**src/rtl/cpu_core_mc_if.sv**
```systemverilog
// Memory-side bus of cpu_core_mc: synchronous instruction and data memories,
// read data returned one clock after the address.
interface cpu_core_mc_if #(
    parameter int D  = 10,
    parameter int W  = 8,
    parameter int IW = 9
);
    logic [D-1:0]  imem_addr;
    logic [IW-1:0] imem_rdata;
    logic [W-1:0]  dmem_addr;
    logic          dmem_we;
    logic [W-1:0]  dmem_wdata;
    logic [W-1:0]  dmem_rdata;

    modport master (
        output imem_addr,
        input  imem_rdata,
        output dmem_addr,
        output dmem_we,
        output dmem_wdata,
        input  dmem_rdata
    );

    modport slave (
        input  imem_addr,
        output imem_rdata,
        input  dmem_addr,
        input  dmem_we,
        input  dmem_wdata,
        output dmem_rdata
    );
endinterface

```
**src/rtl/cpu_core_mc.sv**
```systemverilog
// Multi-cycle accumulator-style CPU: FETCH/EXEC(/MEM) per instruction,
// start/busy/done handshake, HALT, programmable end address, cycle counter.
module cpu_core_mc #(
    parameter int D  = 10,
    parameter int W  = 8,
    parameter int PW = 3,
    parameter int CW = 16
) (
    input  logic          clk,
    input  logic          reset,
    input  logic          start,
    input  logic [D-1:0]  start_addr,
    input  logic [D-1:0]  end_addr,
    output logic          busy,
    output logic          done,
    output logic [CW-1:0] cycle_count,
    cpu_core_mc_if.master bus
);
    localparam int IW = 3 + 2 * PW;
    localparam int NR = 2 ** PW;

    localparam logic [2:0] OP_XOR  = 3'd0;
    localparam logic [2:0] OP_BEQ  = 3'd1;
    localparam logic [2:0] OP_ADDI = 3'd2;
    localparam logic [2:0] OP_ANDI = 3'd3;
    localparam logic [2:0] OP_LSL  = 3'd4;
    localparam logic [2:0] OP_LD   = 3'd5;
    localparam logic [2:0] OP_ST   = 3'd6;
    localparam logic [2:0] OP_J    = 3'd7;

    typedef enum logic [2:0] {
        S_IDLE,
        S_FETCH,
        S_EXEC,
        S_MEM,
        S_DONE
    } state_t;

    state_t        r_state;
    state_t        w_state_next;
    logic [D-1:0]  r_pc;
    logic [D-1:0]  w_pc_next;
    logic [CW-1:0] r_cc;
    logic          w_cc_clear;
    logic [PW-1:0] r_ld_dst;
    logic [W-1:0]  r_regs [NR];

    logic [2:0]      w_op;
    logic [PW-1:0]   w_a;
    logic [PW-1:0]   w_b;
    logic [2*PW-1:0] w_off;
    logic [W-1:0]    w_ra;
    logic [W-1:0]    w_rb;
    logic [W-1:0]    w_shl;
    logic            w_running;

    logic          w_wr_en;
    logic [PW-1:0] w_wr_idx;
    logic [W-1:0]  w_wr_data;
    logic [W-1:0]  w_mem_addr;
    logic          w_mem_we;
    logic [W-1:0]  w_mem_wdata;

    assign w_op  = bus.imem_rdata[IW-1 -: 3];
    assign w_a   = bus.imem_rdata[2*PW-1:PW];
    assign w_b   = bus.imem_rdata[PW-1:0];
    assign w_off = bus.imem_rdata[2*PW-1:0];
    assign w_ra  = r_regs[w_a];
    assign w_rb  = r_regs[w_b];
    assign w_shl = (32'(w_b) >= W) ? '0 : (w_ra << w_b);

    assign w_running = (r_state == S_FETCH) || (r_state == S_EXEC) || (r_state == S_MEM);

    always_comb begin
        w_state_next = r_state;
        w_pc_next    = r_pc;
        w_cc_clear   = 1'b0;
        w_wr_en      = 1'b0;
        w_wr_idx     = w_a;
        w_wr_data    = '0;
        w_mem_addr   = '0;
        w_mem_we     = 1'b0;
        w_mem_wdata  = '0;
        case (r_state)
            S_IDLE, S_DONE: begin
                if (start) begin
                    w_state_next = S_FETCH;
                    w_pc_next    = start_addr;
                    w_cc_clear   = 1'b1;
                end
            end
            S_FETCH: begin
                w_state_next = (r_pc == end_addr) ? S_DONE : S_EXEC;
            end
            S_EXEC: begin
                w_state_next = S_FETCH;
                w_pc_next    = r_pc + D'(1);
                case (w_op)
                    OP_XOR: begin
                        w_wr_en   = 1'b1;
                        w_wr_data = w_ra ^ w_rb;
                    end
                    OP_BEQ: begin
                        if (w_ra == r_regs[0]) w_pc_next = r_pc + D'($signed(w_b));
                    end
                    OP_ADDI: begin
                        w_wr_en   = 1'b1;
                        w_wr_data = w_ra + W'($signed(w_b));
                    end
                    OP_ANDI: begin
                        w_wr_en   = 1'b1;
                        w_wr_data = w_ra & W'(w_b);
                    end
                    OP_LSL: begin
                        w_wr_en   = 1'b1;
                        w_wr_data = w_shl;
                    end
                    OP_LD: begin
                        // pc advances in MEM once the load data has landed
                        w_mem_addr   = w_rb;
                        w_pc_next    = r_pc;
                        w_state_next = S_MEM;
                    end
                    OP_ST: begin
                        w_mem_addr  = w_rb;
                        w_mem_wdata = w_ra;
                        w_mem_we    = 1'b1;
                    end
                    default: begin
                        if (w_off == '0) begin
                            w_pc_next    = r_pc;
                            w_state_next = S_DONE;
                        end else begin
                            w_pc_next = r_pc + D'($signed(w_off));
                        end
                    end
                endcase
            end
            S_MEM: begin
                w_wr_en      = 1'b1;
                w_wr_idx     = r_ld_dst;
                w_wr_data    = bus.dmem_rdata;
                w_pc_next    = r_pc + D'(1);
                w_state_next = S_FETCH;
            end
            default: w_state_next = S_IDLE;
        endcase
    end

    always_ff @(posedge clk) begin
        if (!reset) begin
            r_state  <= S_IDLE;
            r_pc     <= '0;
            r_cc     <= '0;
            r_ld_dst <= '0;
        end else begin
            r_state <= w_state_next;
            r_pc    <= w_pc_next;
            if (w_cc_clear) r_cc <= '0;
            else if (w_running && (r_cc != {CW{1'b1}})) r_cc <= r_cc + CW'(1);
            if (r_state == S_EXEC) r_ld_dst <= w_a;
        end
    end

    genvar gi;
    generate
        for (gi = 0; gi < NR; gi++) begin : g_regs
            always_ff @(posedge clk) begin
                if (!reset) r_regs[gi] <= '0;
                else if (w_wr_en && (w_wr_idx == PW'(gi))) r_regs[gi] <= w_wr_data;
            end
        end
    endgenerate

    // Outputs are forced to idle values while reset is low so an aborted ST never strobes.
    assign bus.imem_addr  = reset ? r_pc : '0;
    assign bus.dmem_addr  = reset ? w_mem_addr : '0;
    assign bus.dmem_we    = reset & w_mem_we;
    assign bus.dmem_wdata = reset ? w_mem_wdata : '0;
    assign busy           = reset & w_running;
    assign done           = reset & (r_state == S_DONE);
    assign cycle_count    = reset ? r_cc : '0;
endmodule

```
**src/flat_wrapper.sv**
```systemverilog
// flat-port wrapper written by rule: the top's interface ports become plain ports
module cpu_core_mc_flat 
#(
    parameter int D  = 10,
    parameter int W  = 8,
    parameter int PW = 3,
    parameter int CW = 16
)
  (clk, reset, start, start_addr, end_addr, busy, done, cycle_count, bus_imem_addr, bus_imem_rdata, bus_dmem_addr, bus_dmem_we, bus_dmem_wdata, bus_dmem_rdata);
  cpu_core_mc_if #(.D(D), .W(W), .IW(9)) bus_i ();
  input  logic clk;
  input  logic reset;
  input  logic start;
  input  logic [D-1:0] start_addr;
  input  logic [D-1:0] end_addr;
  output logic busy;
  output logic done;
  output logic [CW-1:0] cycle_count;
  output wire logic [$bits(bus_i.imem_addr)-1:0] bus_imem_addr;
  input wire logic [$bits(bus_i.imem_rdata)-1:0] bus_imem_rdata;
  output wire logic [$bits(bus_i.dmem_addr)-1:0] bus_dmem_addr;
  output wire logic [$bits(bus_i.dmem_we)-1:0] bus_dmem_we;
  output wire logic [$bits(bus_i.dmem_wdata)-1:0] bus_dmem_wdata;
  input wire logic [$bits(bus_i.dmem_rdata)-1:0] bus_dmem_rdata;
  assign bus_imem_addr = bus_i.imem_addr;
  assign bus_i.imem_rdata = bus_imem_rdata;
  assign bus_dmem_addr = bus_i.dmem_addr;
  assign bus_dmem_we = bus_i.dmem_we;
  assign bus_dmem_wdata = bus_i.dmem_wdata;
  assign bus_i.dmem_rdata = bus_dmem_rdata;
  cpu_core_mc #(.D(D), .W(W), .PW(PW), .CW(CW)) u_core (.clk(clk), .reset(reset), .start(start), .start_addr(start_addr), .end_addr(end_addr), .busy(busy), .done(done), .cycle_count(cycle_count), .bus(bus_i));
endmodule
```
**config.mk**
```make
export PLATFORM = sky130hd
export DESIGN_NAME = cpu_core_mc_flat
export DESIGN_NICKNAME = d
export VERILOG_FILES = /design/src/rtl/cpu_core_mc_if.sv /design/src/rtl/cpu_core_mc.sv /design/src/flat_wrapper.sv
export SDC_FILE = /design/constraint.sdc
export NUM_CORES = 1
export LEC_CHECK = 0
export ABC_AREA = 1
export BUFFER_PORTS_ARGS = -buffer_cell sky130_fd_sc_hd__buf_2
export CORE_MARGIN = 3
export CORE_UTILIZATION = 45
export CTS_BUF_LIST = sky130_fd_sc_hd__clkbuf_2 sky130_fd_sc_hd__clkbuf_4 sky130_fd_sc_hd__clkbuf_8
export DETAILED_ROUTE_END_ITERATION = 12
export GPL_TIMING_DRIVEN = 0
export SYNTH_ARGS = -nofsm -noshare
export SYNTH_HDL_FRONTEND = slang
export SYNTH_SLANG_ARGS = --single-unit
```
**constraint.sdc**
```tcl
create_clock -name clk -period 3.64 [get_ports clk]
set_clock_uncertainty 0.2 [all_clocks]
set_input_delay 0.546 -clock clk [delete_from_list [all_inputs] [get_ports clk]]
set_output_delay 0.546 -clock clk [all_outputs]
set_load 0.03 [all_outputs]
```
# [After elaboration in Yosys (flattened, before gate mapping)]
# Memory sizes are Yosys's and may differ from the RTL's.
# Index checks and enable logic that the tools add are counted.
[totals] latchBits=0 ram_bits=64 elab_cells=131 reg_bits=32 mem_bits_ro=0 n_memories=1
[mem_list] memory="u_core.r_regs" depth=8 width=8 read_ports=3 rd_ports_with_merged_regs=0 write_ports=8 line_no="cpu_core_mc.sv:46" rtl="logic [W-1:0] r_regs [NR];"
[classes] mux=60 n_addsub=5 bitwise_logic=14 shift=1 div=0 magnitude_cmp=0 mul=0 n_reduce_logical=23 eq_ne=23
[op_table] cell="two-way mux 8 bit" count=14
[op_table] cell="case mux 10 bit (3 select lines)" count=2
[op_table] cell="two-way mux 10 bit" count=4
[op_table] cell="case mux 8 bit (4 select lines)" count=1
[op_table] cell="two-way mux 1 bit" count=30
[op_table] cell="== test 3 bit (second input constant)" count=8
[op_table] cell="adder 10 bit" count=2
[op_table] cell="== test 3 x 2 -> 1 bit (second input constant)" count=6
[op_table] cell="adder 16 x 1 -> 16 bit (second input constant)" count=1
[op_table] cell="two-way mux 16 bit" count=1
[op_table] cell="inequality test 16 bit (second input constant)" count=1
[op_table] cell="case mux 8 bit (2 select lines)" count=1
[op_table] cell="two-way mux 3 bit" count=4
[op_table] cell="case mux 3 bit (4 select lines)" count=1
[op_table] cell="adder 10 x 1 -> 10 bit (second input constant)" count=1
[op_table] cell="== test 10 bit" count=1
[op_table] cell="== test 3 x 1 -> 1 bit (second input constant)" count=3
[op_table] cell="logical AND 1 bit" count=9
[op_table] cell="zero test 3 bit" count=3
[op_table] cell="adder 8 bit" count=1
[op_table] cell="AND 8 x 3 -> 8 bit" count=1
[op_table] cell="== test 8 bit" count=1
[op_table] cell="OR 1 bit" count=8
[op_table] cell="<< shifter 8 x 3 -> 8 bit" count=1
[op_table] cell="15 further kinds" count=21

# [Logic depth before layout (Yosys ltp)]
[logic_depth] word_depth=9 ltp_mapped=21 depth_no_buf=20

# [Worst setup path after synthesis]
# No wires, ideal clock.
[synth_timing] kind="input to register" from="in bus_imem_rdata[3]" to="mem u_core.r_regs[3][6] (data pin)" path_stages=21 arrival_ns=2.712 path_slack_ns=0.462 n_path_buf=2 setup_ns=0.266 t_required_ns=3.174 cell_sequence="buf_6 > inv_8 > buf_6 > nand2_1 > nand3_1 > nand3_2 > nand2_2 > inv_1 > ha_1 > fa_1 > nand3_1 > nand3_1 > nand2_1 > nand2_1 > a21oi_1 > xor2_1 > o22ai_1 > inv_1 > nand2_1 > nand2_2 > a21oi_1"
[synth_rtl] item="from (decl)" line_no="flat_wrapper.sv:20" rtl="input wire logic [$bits(bus_i.imem_rdata)-1:0] bus_imem_rdata;"
[synth_rtl] item="to (decl)" line_no="cpu_core_mc.sv:46"

# [Final worst setup path]
[layout_timing] from="reg u_core.r_state[1]" to="out bus_dmem_addr[0]"
[layout_between] elab_chain_cells=3
[layout_rtl] item="from (decl)" line_no="cpu_core_mc.sv:39" rtl="state_t r_state;"
[layout_rtl] item="from (signal assigned)" line_no="cpu_core_mc.sv:157" rtl="r_state <= w_state_next;"
[layout_rtl] item="== test 3 x 2 -> 1 bit" line_no="cpu_core_mc.sv:84" rtl="case (r_state)"
[layout_rtl] item="two-way mux 8 bit" line_no="cpu_core_mc.sv:84"
[layout_rtl] item="two-way mux 8 bit" line_no="cpu_core_mc.sv:177" rtl="assign bus.dmem_addr = reset ? w_mem_addr : '0;"
[layout_rtl] item="to (decl)" line_no="flat_wrapper.sv:21" rtl="output wire logic [$bits(bus_i.dmem_addr)-1:0] bus_dmem_addr;"
# Every way passes these cells.

==> results.sh <==
export IMPL_status="finished clean"
export IMPL_synthMuxAreaShare=0
export IMPL_synth_area_leader_cell="edfxtp_1"
export IMPL_cts_max_path_buffers=2
export IMPL_rsz0062_at_grt="no"
export IMPL_path_class="reg -> out"
export IMPL_ys_seq_area_frac=0.309
export IMPL_clk_pin_slew_worst_paths_ns=0.10
export IMPL_multi_input_area_um2=4750
export IMPL_antennaDiodeCount=0
export IMPL_power_per_cell_area_nw_per_um2=309
export IMPL_core_um2=18000
export IMPL_postSynthCellCount=1241
export IMPL_netlist_area_um2=8290
export IMPL_synthAdderAreaFrac=0.0426
export IMPL_reg2reg_slack_ns=0.39
export IMPL_grt_use_total=0.264
export IMPL_finalCritPeriodShare=0.941
export IMPL_post_route_drc_count=0
export IMPL_cp_max_fo=9
export IMPL_synth_top_family_by_area="simple AND/OR/NAND/NOR gates"
export IMPL_fin_nets=1402
export IMPL_start_util=0.460
export IMPL_max_freq_mhz=292
export IMPL_layoutNonFillerInstCount=1569
export IMPL_hold_start="start"
export IMPL_grt_pass1_wl_mm=41.8
export IMPL_grt_pass1_vias=7534
export IMPL_dpl_cell_area_um2=8990
export IMPL_die_h_um=142
export IMPL_hold_class="in -> reg"
export IMPL_drv_cap=0
export IMPL_post_cts_buffers=0
export IMPL_hpwl_mm=20.9
export IMPL_dieWidth_um=142
export IMPL_timing_rr_end="u_core.r_regs[2][6]"
export IMPL_cts_buffers=9
export IMPL_slew_violations=0
export IMPL_ios=85
export IMPL_fin_area_um2=9220
export IMPL_die_area_um2=20100
export IMPL_cts_sinks=96
export IMPL_drtAntennaViolNets=0
export IMPL_grt_max_degree=19
export IMPL_port_buffer_count=83
export IMPL_ys_ff_latch=96
export IMPL_ff_latch_area_um2=2560
export IMPL_first_pass_iters=5
export IMPL_finalHoldViolCount=0
export IMPL_ys_top_cells_by_count="nand2_1, inv_1, a21oi_1"
export IMPL_synth_enable_flop_cells=64
export IMPL_critPathCaptureType="primary output"
export IMPL_clk_latency_ns=0.38
export IMPL_cp_required_ns=2.89
export IMPL_hold_depth=4
export IMPL_vias_per_cell=5.33
export IMPL_wirelength_mm=26.8
export IMPL_slew_headroom=0.412
export IMPL_drive_gt1_frac=0.155
export IMPL_cp_arrival_ns=2.68
export IMPL_rr_worst_depth=19
export IMPL_period_needed_ns=3.43
export IMPL_start_kind="register"
export IMPL_num_rows=49
export IMPL_yosysMostFrequentCell="nand2_1"
export IMPL_avgSynthCellArea_um2=6.68
export IMPL_synth_area_top_cells="edfxtp_1, nand2_1, inv_1, dfxtp_1, a21oi_1"
export IMPL_finalSetupTns_ns=0
export IMPL_h_tree_depth=3
export IMPL_grt_ovfl_total=0
export IMPL_cts_resized=0
export IMPL_synthFlopType="edfxtp_1"
export IMPL_root_buffer="clkbuf_8"
export IMPL_antenna_found_initial=0
export IMPL_initialDrtViolationCount=634
export IMPL_vias=8369
export IMPL_peakVddDrop_v=0.000254
export IMPL_synth_cell_types=48
export IMPL_synth_compound_area_frac=0.168
export IMPL_placed_cells=1553
export IMPL_cts_hold_buf=0
export IMPL_path_cells="inv_2, nor2_2, inv_2, nor2_2, nand3_1, inv_1, a31oi_1, nor2_1, buf_2"
export IMPL_slowest_stage="dfxtp_1"
export IMPL_synth_xor_area_frac=0.0379
export IMPL_fill_cells=1876
export IMPL_synth_nets=1308
export IMPL_yosys_area_share_simple=0.322
export IMPL_ys_async_sr_fraction=0
export IMPL_synth_top_area_frac=0.232
export IMPL_slowest_delay_ns=0.37
export IMPL_gp_congestion=0.966
export IMPL_area_growth_pct=11.2
export IMPL_tritoncts="done"
export IMPL_ys_warnings_count=0
export IMPL_leakagePower_nw=4.43
export IMPL_tightestPinTransition_ns=0.878
export IMPL_worstHoldEndpoint="u_core.r_state[2]"
export IMPL_wire_per_inst_um=17.1
export IMPL_timing_hold_ws_ns=0.282
export IMPL_finalSetupViolCount=0
export IMPL_rr_startpoint="u_core.r_regs[3][0]"
logic make-up (layout without fill, tap and decap cells):
logic type,after synthesis,in the layout
adder cells (fa/ha/maj),27,27
XOR/XNOR,35,35
AND/OR/NAND/NOR,594,594
AO/OA/AOI/OAI,256,256
buffers and inverters,233,332
flip-flops,96,96
through the flow:
step           setup slack [ns]  power (mW)   util
6_report                  0.214        2.85  0.511
5_1_grt                  0.0400        3.01  0.511
4_1_cts                  0.0410        2.85  0.510
3_5_place_dp             -0.237        2.10  0.499
3_3_place_gp             -0.265        2.10  0.499
2_1_floorplan             0.462        1.86      -
state kept, by name (all words and copies together), names as in the netlist:
name and count:
u_core.r_regs 64, u_core.r_cc 16, u_core.r_pc 10, u_core.r_ld_dst 3
u_core.r_state 3
per-layer routing:
layer,share of wire,GRT usage
met1,0.47,0.388
met5,0,0
met3,0.080,0.0415
met2,0.44,0.404
met4,0.015,0.0697
final cells by class:
cell class / count / area share
plain buffers: 40 / 0.0284
clock buffers: 9 / 0.0134
clock inverters: 7 / 0.00936
inverters: 193 / 0.0794
multi-input cells: 912 / 0.515
flip-flops and latches: 96 / 0.278
well taps: 229 / 0.0311
repair buffers: 83 / 0.0451
placed cells by master, fill, tap and decap left out, types with 3 or more instances in the layout:
master and count:
a211oi_1 3, a21o_1 3, a21oi_1 127, a31oi_1 6, buf_2 94, buf_4 7
buf_6 8, clkbuf_1 12, clkbuf_8 9, dfxtp_1 32, edfxtp_1 64, ha_1 25
inv_1 176, inv_2 16, inv_6 3, nand2_1 308, nand2_2 15, nand2_4 9
nand3_1 98, nand3_2 12, nand4_1 7, nor2_1 106, nor2_2 6, nor2_8 3
nor3_1 17, o211ai_1 7, o21ai_0 68, o21ai_1 22, o21ai_2 3, o21bai_1 4
o31ai_1 3, or2_2 6, xnor2_1 13, xor2_1 21
worst max-delay path, delay by kind of cell (launching register included):
family | cells | cell delay [ns]
flops | 1 | 0.37
buf+inv | 4 | 0.68
simple gates | 4 | 1.06
compound gates | 1 | 0.19
worst max path at each step:
stage | start | to | slack, ns | cells after the start
2_1_floorplan | bus_imem_rdata[3] | u_core.r_regs[3][6] | 0.46 | 21
3_3_place_gp | bus_imem_rdata[5] | u_core.r_regs[0][6] | -0.27 | 20
3_5_place_dp | bus_imem_rdata[5] | u_core.r_regs[0][6] | -0.24 | 20
4_1_cts | u_core.r_state[1] | bus_dmem_addr[0] | 0.04 | 9
5_1_grt | bus_imem_rdata[3] | u_core.r_regs[5][6] | 0.04 | 22
6_report | u_core.r_state[1] | bus_dmem_addr[0] | 0.21 | 9
report_power, final:
part / internal (mW) / switching, mW
logic: 0.277 / 0.569
registers: 1.20 / 0.0499
clock network: 0.330 / 0.420
Note: power is estimated with default switching activity, not from simulation.
